### config.mk
export PLATFORM = sky130hd
export DESIGN_NAME = traffic_phase_sched_flat
export DESIGN_NICKNAME = d
export VERILOG_FILES = /design/src/rtl/traffic_phase_sched_pkg.sv /design/src/rtl/traffic_phase_sched_if.sv /design/src/rtl/traffic_phase_sched_rr_pick4.sv /design/src/rtl/traffic_phase_sched.sv /design/src/flat_wrapper.sv
export SDC_FILE = /design/constraint.sdc
export NUM_CORES = 1
export LEC_CHECK = 0
export BUFFER_PORTS_ARGS = -buffer_cell sky130_fd_sc_hd__buf_2
export CAP_MARGIN = 20
export CORE_ASPECT_RATIO = 1.1
export CORE_MARGIN = 5
export CORE_UTILIZATION = 40
export DETAILED_ROUTE_END_ITERATION = 7
export HOLD_SLACK_MARGIN = 0.03
export PLACE_DENSITY = 0.61
export SETUP_SLACK_MARGIN = 0.1
export SLEW_MARGIN = 20
export SYNTH_ARGS = -nofsm -noshare
export SYNTH_HDL_FRONTEND = slang
export SYNTH_SLANG_ARGS = --single-unit
### constraint.sdc
create_clock -name clk -period 4.4 [get_ports clk]
set_input_delay 0.22 -clock clk [delete_from_list [all_inputs] [get_ports clk]]
set_output_delay 0.22 -clock clk [all_outputs]
set_load 0.01 [all_outputs]
### src/rtl/traffic_phase_sched_pkg.sv
// traffic_pkg: shared direction codes and scheduler state encoding.
//   DIR_E/W/S/N : 2-bit direction codes, also the pending-bit positions
//   state_t     : scheduler FSM states
package traffic_pkg;
    localparam logic [1:0] DIR_E = 2'd0;
    localparam logic [1:0] DIR_W = 2'd1;
    localparam logic [1:0] DIR_S = 2'd2;
    localparam logic [1:0] DIR_N = 2'd3;
    typedef enum logic [2:0] {IDLE, ARB, GRANT, BUSY, GAP} state_t;
endpackage

### src/rtl/traffic_phase_sched_if.sv
// traffic_phase_sched_if: request inputs and grant handshake of the phase scheduler.
//   i_start, i_car_req, i_ped_req : scheduling enable and per-direction demand
//   i_grant_rdy, i_seq_done        : light sequencer handshake
//   o_grant_*                      : grant valid, direction, walk and rest flags
//   o_all_red, o_*_pend            : clearance indication and latched demand
interface traffic_phase_sched_if;
    logic       i_start;
    logic [3:0] i_car_req;
    logic [3:0] i_ped_req;
    logic       i_grant_rdy;
    logic       i_seq_done;
    logic       o_grant_vld;
    logic [1:0] o_grant_dir;
    logic       o_grant_ped;
    logic       o_grant_rest;
    logic       o_all_red;
    logic [3:0] o_car_pend;
    logic [3:0] o_ped_pend;
    modport master (
        input  i_start, i_car_req, i_ped_req, i_grant_rdy, i_seq_done,
        output o_grant_vld, o_grant_dir, o_grant_ped, o_grant_rest, o_all_red, o_car_pend, o_ped_pend
    );
    modport slave (
        output i_start, i_car_req, i_ped_req, i_grant_rdy, i_seq_done,
        input  o_grant_vld, o_grant_dir, o_grant_ped, o_grant_rest, o_all_red, o_car_pend, o_ped_pend
    );
endinterface

### src/rtl/traffic_phase_sched_rr_pick4.sv
// rr_pick4: combinational 4-way round-robin picker.
//   req : request bits, ptr : last served index
//   any : some request set, idx : first set bit from ptr+1 upward (mod 4)
module rr_pick4 (
    input  logic [3:0] req,
    input  logic [1:0] ptr,
    output logic       any,
    output logic [1:0] idx
);
    assign any = |req;
    // Walk from the farthest candidate to the nearest so the nearest hit wins.
    always_comb begin
        idx = ptr;
        for (int k = 3; k >= 0; k--)
            if (req[ptr + 2'(k + 1)]) idx = ptr + 2'(k + 1);
    end
endmodule

### src/rtl/traffic_phase_sched.sv
// traffic_phase_sched: round-robin intersection phase scheduler with all-red gap and idle rest grant.
//   clk, reset_n : clock and synchronous active-low reset
//   bus (master) : demand inputs, grant handshake to the light sequencer, status outputs
module traffic_phase_sched
    import traffic_pkg::*;
#(
    parameter logic [1:0] DEF_DIR      = DIR_E,
    parameter int         ALLRED_CYC   = 3,
    parameter int         IDLE_TIMEOUT = 16,
    parameter int         CNT_W        = 5
) (
    input  logic                 clk,
    input  logic                 reset_n,
    traffic_phase_sched_if.master bus
);
    state_t           state, next;
    logic [3:0]       car_pend, ped_pend, clr;
    logic [1:0]       ptr, idx, dir;
    logic             any, ped, rest, accept, take;
    logic [CNT_W-1:0] idle_cnt, gap_cnt;

    rr_pick4 u_pick (.req(car_pend | ped_pend), .ptr(ptr), .any(any), .idx(idx));

    assign accept = state == GRANT && bus.i_grant_rdy;
    assign take   = state == ARB && next == GRANT;
    assign clr    = accept ? 4'b1 << dir : 4'b0;

    always_comb begin
        next = state;
        case (state)
            IDLE:    next = bus.i_start ? ARB : IDLE;
            ARB:     next = !bus.i_start ? IDLE : (any || idle_cnt == CNT_W'(IDLE_TIMEOUT)) ? GRANT : ARB;
            GRANT:   next = bus.i_grant_rdy ? BUSY : GRANT;
            BUSY:    next = !bus.i_seq_done ? BUSY : ALLRED_CYC > 0 ? GAP : bus.i_start ? ARB : IDLE;
            GAP:     next = gap_cnt != CNT_W'(ALLRED_CYC - 1) ? GAP : bus.i_start ? ARB : IDLE;
            default: next = IDLE;
        endcase
    end

    always_ff @(posedge clk) begin
        if (!reset_n) begin
            state    <= IDLE;
            car_pend <= '0;
            ped_pend <= '0;
            ptr      <= DIR_N;
            dir      <= DIR_E;
            ped      <= 1'b0;
            rest     <= 1'b0;
            idle_cnt <= '0;
            gap_cnt  <= '0;
        end else begin
            state    <= next;
            // A request arriving on the accept edge re-sets the bit being cleared.
            car_pend <= (car_pend & ~clr) | bus.i_car_req;
            ped_pend <= (ped_pend & ~clr) | bus.i_ped_req;
            idle_cnt <= (state == ARB && next == ARB) ? idle_cnt + 1'b1 : '0;
            gap_cnt  <= state == GAP ? gap_cnt + 1'b1 : '0;
            // Rest grants leave the rotation untouched.
            if (accept && !rest) ptr <= dir;
            if (take) begin
                dir  <= any ? idx : DEF_DIR;
                ped  <= any && ped_pend[idx];
                rest <= !any;
            end
        end
    end

    assign bus.o_grant_vld  = state == GRANT;
    assign bus.o_grant_dir  = dir;
    assign bus.o_grant_ped  = ped;
    assign bus.o_grant_rest = rest;
    assign bus.o_all_red    = state == IDLE || state == GAP;
    assign bus.o_car_pend   = car_pend;
    assign bus.o_ped_pend   = ped_pend;
endmodule
### src/flat_wrapper.sv
// flat-port wrapper written by rule: the top's interface ports become plain ports
module traffic_phase_sched_flat import traffic_pkg::*;
#(
    parameter logic [1:0] DEF_DIR      = DIR_E,
    parameter int         ALLRED_CYC   = 3,
    parameter int         IDLE_TIMEOUT = 16,
    parameter int         CNT_W        = 5
)
  (clk, reset_n, bus_i_start, bus_i_car_req, bus_i_ped_req, bus_i_grant_rdy, bus_i_seq_done, bus_o_grant_vld, bus_o_grant_dir, bus_o_grant_ped, bus_o_grant_rest, bus_o_all_red, bus_o_car_pend, bus_o_ped_pend);
  traffic_phase_sched_if bus_i ();
  input  logic clk;
  input  logic reset_n;
  input wire logic [$bits(bus_i.i_start)-1:0] bus_i_start;
  input wire logic [$bits(bus_i.i_car_req)-1:0] bus_i_car_req;
  input wire logic [$bits(bus_i.i_ped_req)-1:0] bus_i_ped_req;
  input wire logic [$bits(bus_i.i_grant_rdy)-1:0] bus_i_grant_rdy;
  input wire logic [$bits(bus_i.i_seq_done)-1:0] bus_i_seq_done;
  output wire logic [$bits(bus_i.o_grant_vld)-1:0] bus_o_grant_vld;
  output wire logic [$bits(bus_i.o_grant_dir)-1:0] bus_o_grant_dir;
  output wire logic [$bits(bus_i.o_grant_ped)-1:0] bus_o_grant_ped;
  output wire logic [$bits(bus_i.o_grant_rest)-1:0] bus_o_grant_rest;
  output wire logic [$bits(bus_i.o_all_red)-1:0] bus_o_all_red;
  output wire logic [$bits(bus_i.o_car_pend)-1:0] bus_o_car_pend;
  output wire logic [$bits(bus_i.o_ped_pend)-1:0] bus_o_ped_pend;
  assign bus_i.i_start = bus_i_start;
  assign bus_i.i_car_req = bus_i_car_req;
  assign bus_i.i_ped_req = bus_i_ped_req;
  assign bus_i.i_grant_rdy = bus_i_grant_rdy;
  assign bus_i.i_seq_done = bus_i_seq_done;
  assign bus_o_grant_vld = bus_i.o_grant_vld;
  assign bus_o_grant_dir = bus_i.o_grant_dir;
  assign bus_o_grant_ped = bus_i.o_grant_ped;
  assign bus_o_grant_rest = bus_i.o_grant_rest;
  assign bus_o_all_red = bus_i.o_all_red;
  assign bus_o_car_pend = bus_i.o_car_pend;
  assign bus_o_ped_pend = bus_i.o_ped_pend;
  traffic_phase_sched #(.DEF_DIR(DEF_DIR), .ALLRED_CYC(ALLRED_CYC), .IDLE_TIMEOUT(IDLE_TIMEOUT), .CNT_W(CNT_W)) u_core (.clk(clk), .reset_n(reset_n), .bus(bus_i));
endmodule
---- Word level (Yosys, flattened, before mapping) ----
Cells that the tools add are included.
storage, ports and cells
  register bits after elaboration ......... 27
  output and inout bits ................... 14
operators by class
  $add $sub $neg .......................... 5
  $lt $le $gt $ge ......................... 4
  eq/ne operators ......................... 8
  shift operators ......................... 1
  muxes and demuxes ....................... 20
  bitwise gates (word level) .............. 6
  reductions and logical operators ........ 13
operators with widths
  kind                                                    number
  one-hot mux 3 bit (5 select lines)                      1
  < comparator 2 x 3 -> 1 bit (second input constant)     4
  OR 4 bit                                                3
  adder 5 x 1 -> 5 bit (second input constant)            2
  2-to-1 mux 2 bit                                        5
  == test 3 x 2 -> 1 bit (second input constant)          3
  2-to-1 mux 3 bit                                        3
  AND 4 bit                                               2
  binary-select mux 1 bit (select 2 bit)                  4
  == test 3 x 1 -> 1 bit (second input constant)          2
  2-to-1 mux 1 bit                                        6
  == test 5 bit (second input constant)                   1
  logical AND 1 bit                                       5
  inequality test 5 x 2 -> 1 bit (second input constant)  1
  adder 2 bit (second input constant)                     2
  2-to-1 mux 4 bit                                        1
  inverter 4 bit                                          1
  AND reduction 2 bit                                     2
  OR reduction 4 bit                                      1
  << shifter 1 x 2 -> 4 bit (first input constant)        1
  == test 3 bit (second input constant)                   1
  zero test 3 bit                                         1
  adder 2 x 1 -> 2 bit (second input constant)            1
  zero test 1 bit                                         2
  logical OR 1 bit                                        2

---- Depth between registers and ports, before layout ----
Gate-level depths: netlist (run 1).
  depth in word-level cells ............... 9
  depth in mapped cells ................... 7
  depth with buffers taken out ............ 7

---- Hierarchy ----
A second synthesis (run 1) with hierarchy kept.
unflattened totals
  cell total of the unflattened synthesis .. 141
  area total of the unflattened synthesis .. 1290.0 sq um
modules (own cells, without submodules)
  module               instances  cells each  area an instance (sq um)  seq. area each (sq um)
  traffic_phase_sched  1          127         1207.4                    540.5
  rr_pick4             1          14          82.6                      0.0

---- Worst setup path before layout (run 1) ----
Ideal clock, no wire load.
  path kind ............................... reg2reg
  from .................................... reg u_core.ped_pend[0] (netlist: u_core.bus.o_ped_pend[0])
  to ...................................... reg u_core.ped (netlist: u_core.bus.o_grant_ped)
  setup time .............................. 117 ps
  arrival ................................. 1671 ps
  required time ........................... 4283 ps
  setup slack ............................. 2611 ps
  stages on the path, launching flop included .. 6
  buffers on the path ..................... 0
  cells stage by stage .................... dfxtp_1 or3b_1 a211o_1 and4_1 a211o_1 a32o_1
on the way
  longest elaborated chain between the ends .. 9
  elaborated cells between the ends (all ways) .. 20
  those cells by class .................... eq/ne: 1; mux: 14; bitwise: 1; reduce/logical: 4
ends and longest elaborated chain
  element                                 line                                text
  start, declared                         traffic_phase_sched.sv:17           logic [3:0] car_pend, ped_pend, clr;
  start signal, assigned                  traffic_phase_sched.sv:55           ped_pend <= (ped_pend & ~clr) | bus.i_ped_req;
  OR 4 bit                                traffic_phase_sched.sv:22           rr_pick4 u_pick (.req(car_pend | ped_pend), .ptr(ptr), .any(any), .idx(idx));
  binary-select mux 1 bit (select 2 bit)  traffic_phase_sched_rr_pick4.sv:15  if (req[ptr + 2'(k + 1)]) idx = ptr + 2'(k + 1);
  2-to-1 mux 1 bit (not written as such)  traffic_phase_sched_rr_pick4.sv:15
  2-to-1 mux 2 bit (3 in series)          traffic_phase_sched_rr_pick4.sv:15
  binary-select mux 1 bit (select 2 bit)  traffic_phase_sched.sv:62           ped <= any && ped_pend[idx];
  2-to-1 mux 1 bit (not written as such)  traffic_phase_sched.sv:62
  logical AND 1 bit                       traffic_phase_sched.sv:62
  end signal, assigned                    traffic_phase_sched.sv:62
  end, declared                           traffic_phase_sched.sv:19           logic any, ped, rest, accept, take;
Several ways; a longest one is shown, not always the timed one. The select of a mux whose other input is x is not followed.
A chain may end at the register's enable or synchronous reset.

---- Final worst setup path (run 1) ----
  from .................................... reg u_core.ptr[0]
  to ...................................... reg u_core.ped (netlist: u_core.bus.o_grant_ped)
on the way
  longest elaborated chain between the ends .. 9
  elaborated cells between the ends (all ways) .. 15
  those cells by class .................... add/sub: 3; mux: 11; reduce/logical: 1
ends and longest elaborated chain
  element                                   line                                text
  start, declared                           traffic_phase_sched.sv:18           logic [1:0] ptr, idx, dir;
  start signal, assigned                    traffic_phase_sched.sv:59           if (accept && !rest) ptr <= dir;
  adder 2 bit                               traffic_phase_sched_rr_pick4.sv:15
  binary-select mux 1 bit (select 2 bit)    traffic_phase_sched_rr_pick4.sv:15
  2-to-1 mux 1 bit (not written as such)    traffic_phase_sched_rr_pick4.sv:15
  2-to-1 mux 2 bit (2 in series)            traffic_phase_sched_rr_pick4.sv:15
  2-to-1 mux 2 bit *                        traffic_phase_sched_rr_pick4.sv:15
  binary-select mux 1 bit (select 2 bit) *  traffic_phase_sched.sv:62
  2-to-1 mux 1 bit (not written as such) *  traffic_phase_sched.sv:62
  logical AND 1 bit *                       traffic_phase_sched.sv:62
Mark *: on every way between the ends. The rest lies on a longest branch, timed or not. The select of a mux whose other input is x is not followed.

==> impl_metrics.csv, run 1 <==
group,metric,value,unit
routing,num_vias,1114,
setup_path,path_cells,"or3b_1, a211o_1, and4_1, a211o_1, a32o_1",
cts,htreeDepth,1,
routing,avgViaCountPerCell,5.41,
synthesis,synth.top_cell.area_share,43.5,%
floorplan,die_x,63.1,um
synthesis,synth_top_area_cell,"dfxtp_1",
pwr,p_per_area,297,nW/um^2
grt,antenna_found_initial,0,
final_layout,drive_above_1_share,18.6,%
sta,drv_slew,0,
cts,post-cts-setup-buffers,0,
final_layout,syn_to_final_growth,14.9,%
synthesis,synth_top_family_by_area,"simple AND/OR/NAND/NOR gates",
synthesis,synthTopCellsByArea,"dfxtp_1 (44%), nor2_1 (8.2%), a21oi_1 (4.4%), ha_1 (4.0%), nand3_1 (4.0%)",
routing,ant_nets,0,
routing,wl_per_cell,13.0,um
synthesis,synthAdderAreaFrac,4.03,%
final_layout,fillCellCount,332,
job,cap_violations,0,
setup_path,crit_start,"u_core.ptr[0]",
setup_path,endpoint,"u_core.bus.o_grant_ped",
place,place.gp.congestion,0.922,
sta,setup_tns,0,ns
synthesis,synth_compound_area_share,17.6,%
setup_path,path_class,"reg2reg",
grt,grt_usage,13.1,%
cts,cts_hold_buf,0,
floorplan,start_util,41.1,%
final_layout,final_cells,206,
setup_path,r2r-start,"u_core.ptr[0]",
hold_path,min_path_type,"in2reg",
sta,fin_skew,0.0147,ns
grt,grt_max_degree,16,
cts,cts-resized-gates,0,
place,dpl.cell_count,202,
routing,drc,0,
synthesis,synth_area,1240,um^2
synthesis,syn_nets,163,
cts,cts_tree,"built",
synthesis,ys_seq_elements,27,
synthesis,ys.warnings.count,0,
sta,max_freq,530,MHz
synthesis,synthCells,146,
synthesis,syn_area_per_cell,8.50,um^2
grt,grt_pass1_vias,1092,
sta,setup_viol,0,
sta,finalWorstSetupSlack,2.51,ns
synthesis,synth_xor_area_share,4.23,%
sta,fin_crit_sh,42.9,%
setup_path,crit_path_max_incr_delay,0.43,ns
cts,numClockSinks,27,
floorplan,die_y,68.4,um
synthesis,synth_seq_area_share,43.5,%
floorplan,coreArea,3020,um^2
synthesis,synth_flop_cell,"dfxtp_1",
sta,rsz0062_at_grt,"false",
cts,cts_root_buffer,"clkbuf_4",
floorplan,die_area,4320,um^2
hold_path,min_from,"bus_i_ped_req[2]",
setup_path,crit_top_cell,"a211o_1",
cts,worstSkewPairLatency,0.32,ns
synthesis,synthSimpleGateAreaFrac,26.1,%
outcome,outcome,"completed",
synthesis,ys_types,39,
cts,cts_buffers,3,
sta,max_slew.worst_pin.slew,0.509,ns
setup_path,worstSetupStartpointType,"register",
synthesis,synth-async-reset-ratio,0,%
setup_path,reg2reg_depth,5,
place,dpl_worst_slack,2.53,ns
floorplan,num_rows,21,
setup_path,path_max_fanout,6,
synthesis,synth.mux.area_fraction,0.806,%
sta,hold_slack,0.102,ns
routing,dr.pass1.iters,3,
sta,hold_violations,0,
sta,max_slew_margin,65.8,%
floorplan,ios,27,
routing,drtIter0Drc,54,
place,dp_hpwl,2.17,mm
synthesis,synth-edff-count,0,
setup_path,r2r_slack,2.51,ns
final_layout,layout_common_cells,"nor2_1 (27), dfxtp_1 (27), buf_2 (26), a21oi_1 (11), nand3_1 (10)",
setup_path,worst_r2r_endpoint,"u_core.bus.o_grant_ped",
setup_path,required,4.63,ns
place,port_buffers,26,
setup_path,crit_path_end_kind,"register",
grt,grt_pass1_wl,4.58,mm
cts,cts.path.max_buffers,2,
grt,overflow,0,
final_layout,nNetsFinal,190,
final_layout,antennaDiodeCount,0,
routing,wl,2.69,mm
setup_path,crit_slowest_cell,"dfxtp_1",
setup_path,cp.arrival,2.12,ns
sta,final.min_clock_period,1.89,ns
pwr,p_leak,0.000590,uW
pwr,irDropWorstVdd,0.000154,V
cts,clkTransAtPathRegs,0.14,ns
==> where the power goes <==
part | switching (uW) | internal (uW)
Combinational | 30.0 | 25.8
Sequential | 12.6 | 253
Clock | 68.0 | 34.0
Total | 111 | 313
==> cells in the mapped netlist, types with 2 or more instances <==
library cell	n
a211o_1	3
a211oi_1	2
a21oi_1	11
a22oi_1	2
a31oi_1	2
clkbuf_1	4
dfxtp_1	27
ha_1	4
inv_1	8
nand2_1	6
nand2b_1	2
nand3_1	10
nand3b_1	3
nor2_1	27
nor4_1	2
o21ai_0	4
o31ai_1	2
or3_1	2
xnor2_1	2
xor2_1	4
==> layout make-up <==
type	instances	area, um^2	area share [%]
inverters	8	30.0	2.11
multi-input cells	107	656	46.0
repair buffers	26	130	9.12
well taps	34	42.5	2.98
flip-flops and latches	27	541	37.9
clock buffers	3	22.5	1.58
clock inverters	1	5.00	0.351
==> stage by stage <==
stage	total power (uW)	area [um^2]	util, %
after global placement	326	1400	46.3
after detailed placement	328	1400	46.3
after global routing	454	1430	47.2
final	424	1430	47.2
after floorplan	305	1240	-
after CTS	431	1430	47.2
==> metal layers <==
metal,vias up,wire length (um),GRT usage (%)
met2,15,1450,26.7
li1,572,-,-
met4,0,14,3.98
met1,525,1110,13.3
met5,-,0,0
met3,2,109,2.96
==> worst min path at each step <==
stage	to	slack, ns	cells after the start
finish	u_core.bus.o_ped_pend[2]	0.10	3
CTS	u_core.bus.o_car_pend[2]	0.09	3
global route	u_core.bus.o_ped_pend[1]	0.09	3
global placement	u_core.bus.o_car_pend[0]	0.43	3
detailed placement	u_core.bus.o_car_pend[0]	0.43	3
floorplan	u_core.bus.o_car_pend[0]	0.34	2
==> kinds of logic (layout without fill, tap and decap cells) <==
| logic type | Yosys count | count (layout) |
|---|---|---|
| buf+inv | 12 | 38 |
| flops | 27 | 27 |
| fa+ha+maj | 4 | 4 |
| mux | 1 | 1 |
| xor+xnor | 6 | 6 |
| compound gates | 33 | 33 |
| simple gates | 63 | 63 |
==> critical path: cells and delay by family, from the launching register on <==
kind	cells	cell delay, ns
DFF	1	0.43
and+or+nand+nor	2	0.59
AOI/OAI and AO/OA	3	0.78
==> registers in the layout (all words and copies together), names as in the netlist <==
signal,flops
u_core.ptr,2
u_core.bus.o_grant_ped,1
u_core.idle_cnt,5
u_core.gap_cnt,5
u_core.bus.o_car_pend,4
u_core.state,3
u_core.bus.o_grant_rest,1
u_core.bus.o_ped_pend,4
u_core.bus.o_grant_dir,2
Power figures use the tool's default switching activity.
==> run 2: changes to the inputs <==
==> constraint.sdc (replaced) <==
create_clock -name clk -period 1.8 [get_ports clk]
set_input_delay 0.09 -clock clk [delete_from_list [all_inputs] [get_ports clk]]
set_output_delay 0.09 -clock clk [all_outputs]
set_load 0.01 [all_outputs]
==> impl_metrics.csv, run 2 (synthesis gave the netlist of run 1 again) <==
group,metric,value,unit
pwr,power_frac_seq,59.1,%
grt,overflow,0,
sta,setup_viol,0,
routing,drc,0,
setup_path,crit_path_end_kind,"register",
routing,wl,2.99,mm
routing,drtIter0Drc,76,
final_layout,nNetsFinal,207,
routing,num_vias,1191,
grt,grt_max_degree,17,
cts,htreeDepth,1,
cts,cts_tree,"built",
job,cap_violations,0,
setup_path,path_class,"reg2reg",
sta,hold_slack,0.0640,ns
grt,grt_pass1_vias,1124,
pwr,p_leak,0.000672,uW
routing,dr.pass1.iters,4,
floorplan,die_area,4320,um^2
sta,final.min_clock_period,1.72,ns
final_layout,layout_common_cells,"nor2_1 (27), buf_2 (26), dfxtp_1 (23), a21oi_1 (11)",
cts,numClockSinks,27,
final_layout,utilization,53.1,%
sta,max_slew.worst_pin.slew,0.490,ns
routing,wl_per_cell,13.4,um
sta,rsz0062_at_grt,"true",
sta,max_slew_margin,67.1,%
pwr,p_clk_share,24.3,%
pwr,p_int,800,uW
sta,max_freq,581,MHz
pwr,power_switching,294,uW
final_layout,layout_commonest_cell,"nor2_1",
pwr,p_sw_share,26.8,%
sta,setup_tns,0,ns
final_layout,drive_above_1_share,24.3,%
sta,fin_crit_sh,95.6,%
cts,cts_root_buffer,"clkbuf_4",
grt,antenna_found_initial,0,
cts,worstSkewPairLatency,0.33,ns
floorplan,num_rows,21,
final_layout,antennaDiodeCount,0,
setup_path,worstSetupStartpointType,"register",
routing,ant_nets,0,
pwr,p_per_area,681,nW/um^2
grt,grt_usage,14.7,%
hold_path,min_path_type,"in2reg",
final_layout,reg_top3,"u_core.gap_cnt x5, u_core.idle_cnt x5",
sta,hold_violations,0,
routing,avgViaCountPerCell,5.34,
final_layout,fillCellCount,287,
setup_path,cp.arrival,1.97,ns
pwr,irDropWorstVdd,0.000359,V
place,port_buffers,26,
place,dpl.cell_count,207,
floorplan,start_util,41.1,%
pwr,power.total,1090,uW
floorplan,ios,27,
floorplan,die_y,68.4,um
setup_path,path_max_fanout,5,
setup_path,crit_top_cell,"a211o_1",
cts,clkTransAtPathRegs,0.16,ns
setup_path,crit_path_max_incr_delay,0.39,ns
grt,grt_pass1_wl,5.02,mm
final_layout,final_cells,223,
final_layout,syn_to_final_growth,29.3,%
setup_path,required,2.05,ns
sta,drv_slew,0,
floorplan,coreArea,3020,um^2
setup_path,path_cells,"or3b_4, a211o_1, and4_1, a211o_1, a32o_1",
floorplan,die_x,63.1,um
sta,fin_skew,0.0179,ns
place,place.gp.congestion,0.822,
setup_path,crit_slowest_cell,"dfxtp_4",
place,dp_hpwl,2.24,mm
cts,cts.path.max_buffers,2,
pwr,p_comb_share,16.6,%
outcome,outcome,"completed",
cts,cts_buffers,3,
[run 2: cell type report]
| type | count | area (um^2) | share of cell area, % |
|---|---|---|---|
| Timing Repair Buffer | 43 | 283 | 17.6 |
| Sequential cell | 27 | 551 | 34.3 |
| Tap cell | 34 | 42.5 | 2.65 |
| Clock buffer | 3 | 22.5 | 1.40 |
| Inverter | 8 | 30.0 | 1.87 |
| Multi-Input combinational cell | 107 | 671 | 41.8 |
| Clock inverter | 1 | 6.26 | 0.390 |
[run 2: layer usage]
| metal | up-vias | part of all wire (%) | global-route usage [%] |
|---|---|---|---|
| li1 | 604 | - | - |
| met3 | 2 | 4.5 | 3.28 |
| met4 | 0 | 0.70 | 5.57 |
| met1 | 561 | 43 | 16.3 |
| met5 | - | 0 | 0 |
| met2 | 24 | 52 | 27.3 |
[run 2: worst max-delay path: cells and delay by family, from the launching register on]
kind / cells / cell delay (ns)
and+or+nand+nor: 2 / 0.52
AOI/OAI and AO/OA: 3 / 0.74
DFF: 1 / 0.39
[run 2: final timing paths]
path,from,to,slack (ns),depth (start not counted)
worst max-delay path,u_core.ptr[0],u_core.bus.o_grant_ped,0.08,5
worst min-delay path,bus_i_start,u_core.state[0],0.06,3
worst max register to register,u_core.ptr[0],u_core.bus.o_grant_ped,0.08,5
worst min register to register,u_core.idle_cnt[0],u_core.idle_cnt[0],0.48,1
[run 2: power groups by stage]
stage	Combinational, uW	Sequential (uW)	Clock, uW
floorplan	84.5	662	0
global placement	154	658	0
detailed placement	156	661	0
CTS	177	647	284
global route	202	651	316
finish	182	646	266
[run 2: what timing repair did]
action | CTS | global route
hold endpoints to repair | 12 | 0
hold buffers | 10 | 0
resized for setup | 1 | 5
setup endpoints to repair | 2 | 7
pin swaps | 0 | 2
setup buffers | 1 | 1
[run 2: through the flow]
stage | worst slack, ns | area (um^2)
2_1_floorplan | 0.112 | 1250
3_3_place_gp | 0.107 | 1440
3_5_place_dp | 0.0702 | 1440
4_1_cts | 0.0817 | 1580
5_1_grt | 0.0242 | 1610
6_report | 0.0793 | 1610
==> run 3: changes to the inputs <==
--- a/config.mk
+++ b/config.mk
@@ -7,12 +7,11 @@
 export LEC_CHECK = 0
 export BUFFER_PORTS_ARGS = -buffer_cell sky130_fd_sc_hd__buf_2
 export CAP_MARGIN = 20
-export CORE_ASPECT_RATIO = 1.1
+export CORE_ASPECT_RATIO = 1.25
 export CORE_MARGIN = 5
 export CORE_UTILIZATION = 40
 export DETAILED_ROUTE_END_ITERATION = 7
 export HOLD_SLACK_MARGIN = 0.03
-export PLACE_DENSITY = 0.61
 export SETUP_SLACK_MARGIN = 0.1
 export SLEW_MARGIN = 20
 export SYNTH_ARGS = -nofsm -noshare
==> impl_metrics.csv, run 3 (synthesis gave the netlist of run 1 again) <==
group,metric,value,unit
floorplan,ios,27,
final_layout,syn_to_final_growth,30.5,%
cts,worstSkewPairLatency,0.31,ns
setup_path,reg2reg_depth,5,
grt,antenna_found_initial,0,
pwr,p_per_area,671,nW/um^2
sta,fin_crit_sh,93.2,%
outcome,outcome,"completed",
setup_path,crit_start,"u_core.bus.o_car_pend[0]",
place,port_buffers,26,
grt,overflow,0,
place,place.gp.congestion,0.953,
setup_path,path_class,"reg2reg",
routing,avgViaCountPerCell,5.25,
routing,dr.pass1.iters,4,
pwr,irDropWorstVdd,0.000455,V
job,cap_violations,0,
floorplan,die_x,59.8,um
grt,grt_max_degree,16,
sta,hold_violations,0,
routing,wl_per_cell,13.0,um
grt,grt_pass1_vias,1185,
final_layout,drive_above_1_share,25.1,%
setup_path,cp.arrival,1.91,ns
routing,wl,2.94,mm
cts,cts_tree,"built",
setup_path,crit_slowest_cell,"or3b_4",
final_layout,fin_area,1620,um^2
sta,rsz0062_at_grt,"true",
routing,ant_nets,0,
cts,clkTransAtPathRegs,0.14,ns
final_layout,nNetsFinal,209,
final_layout,fillCellCount,290,
cts,numClockSinks,27,
setup_path,required,2.03,ns
sta,max_freq,596,MHz
sta,final.min_clock_period,1.68,ns
floorplan,start_util,41.8,%
sta,max_slew.worst_pin.slew,0.420,ns
setup_path,crit_path_max_incr_delay,0.39,ns
cts,cts_buffers,3,
grt,grt_usage,14.3,%
place,dp_hpwl,2.21,mm
final_layout,layout_common_cells,"nor2_1 (27), buf_2 (26), dfxtp_1 (24), a21oi_1 (11)",
setup_path,crit_path_end_kind,"register",
setup_path,worst_r2r_endpoint,"u_core.bus.o_grant_ped",
final_layout,antennaDiodeCount,0,
grt,grt_pass1_wl,4.91,mm
cts,cts_root_buffer,"clkbuf_4",
setup_path,endpoint,"u_core.bus.o_grant_ped",
setup_path,r2r_slack,0.12,ns
place,placed_cell_area,1450,um^2
sta,max_slew_margin,71.6,%
setup_path,worstSetupStartpointType,"register",
routing,drc,0,
floorplan,die_y,72.3,um
final_layout,reg_top3,"u_core.gap_cnt x5, u_core.idle_cnt x5",
sta,setup_tns,0,ns
setup_path,cp_num_buf_inv,0,
sta,setup_viol,0,
setup_path,cp.depth,5,
setup_path,path_cells,"or3b_4, a211o_1, and4_1, a211o_1, a32o_1",
cts,htreeDepth,1,
hold_path,min_path_type,"in2reg",
setup_path,r2r-start,"u_core.bus.o_car_pend[0]",
sta,drv_slew,0,
cts,cts.path.max_buffers,2,
floorplan,coreArea,2970,um^2
floorplan,num_rows,22,
pwr,p_leak,0.000681,uW
floorplan,die_area,4320,um^2
routing,num_vias,1191,
sta,fin_skew,0.00355,ns
setup_path,cp_top_family,"compound AO/OA/AOI/OAI gates",
final_layout,layout_commonest_cell,"nor2_1",
routing,drtIter0Drc,37,
setup_path,path_max_fanout,2,
setup_path,crit_top_cell,"a211o_1",
run 3: cell types whose count changed in the layout (fill, tap and decap cells not counted):
cell           delta
buf_4             +3
clkinv_2          +1
dfxtp_1           +1
dfxtp_2           -2
dfxtp_4           +1
dlygate4sd3_1     -1
inv_4             -1
run 3: report_power, final:
| part | switching (uW) | total (uW) | internal [uW] |
|---|---|---|---|
| combinational | 88.9 | 187 | 97.8 |
| sequential | 24.5 | 643 | 618 |
| clock | 175 | 259 | 83.1 |
run 3: cell type report:
type	count	area (um^2)	share of cell area, %
Sequential cell	27	552	34.1
Clock buffer	3	22.5	1.39
Timing Repair Buffer	45	295	18.2
Tap cell	36	45.0	2.78
Multi-Input combinational cell	107	671	41.4
Clock inverter	1	5.00	0.309
Inverter	8	30.0	1.85
run 3: metal layers:
layer  share of wire (%)  global-route usage, %  vias to the layer above
li1                    -                      -                      611
met1                  42                   16.0                      542
met2                  51                   25.8                       34
met3                 5.8                   2.49                        4
met4                 1.6                   5.91                        0
met5                   0                      0                        -
run 3: worst reg2reg max path, cell delays in order, from the launching register on:
cell and delay (ns):
dfxtp_4 0.37, or3b_4 0.39, a211o_1 0.27, and4_1 0.15
a211o_1 0.22, a32o_1 0.19
run 3: worst min path at each step:
stage,startpoint,to,slack [ns],depth (start not counted)
2_1_floorplan,bus_i_car_req[0],u_core.bus.o_car_pend[0],0.21,2
3_3_place_gp,bus_i_ped_req[3],u_core.bus.o_ped_pend[3],0.29,3
3_5_place_dp,bus_i_ped_req[3],u_core.bus.o_ped_pend[3],0.30,3
4_1_cts,bus_i_seq_done,u_core.state[2],0.05,3
5_1_grt,bus_i_seq_done,u_core.state[2],0.05,3
6_report,bus_i_seq_done,u_core.state[2],0.06,3
run 3: per-stage QoR:
step           hold slack [ns]  total power (uW)  setup slack, ns  utilization, %  cells
6_report                0.0569              1090            0.122            54.5    227
5_1_grt                 0.0484              1150           0.0498            54.5    227
4_1_cts                 0.0478              1090           0.0703            53.7    226
3_5_place_dp             0.301               815           0.0729            48.9    210
3_3_place_gp             0.293               814           0.0987            48.9    210
2_1_floorplan            0.206               746            0.112               -    146
run 3: repair_timing:
item                                   CTS  global route
gates resized for setup                  2             4
hold buffers                             9             0
pin swaps                                3             2
setup endpoints to repair                1             7
buffers inserted                         3             1
endpoints found under the hold margin   10             0
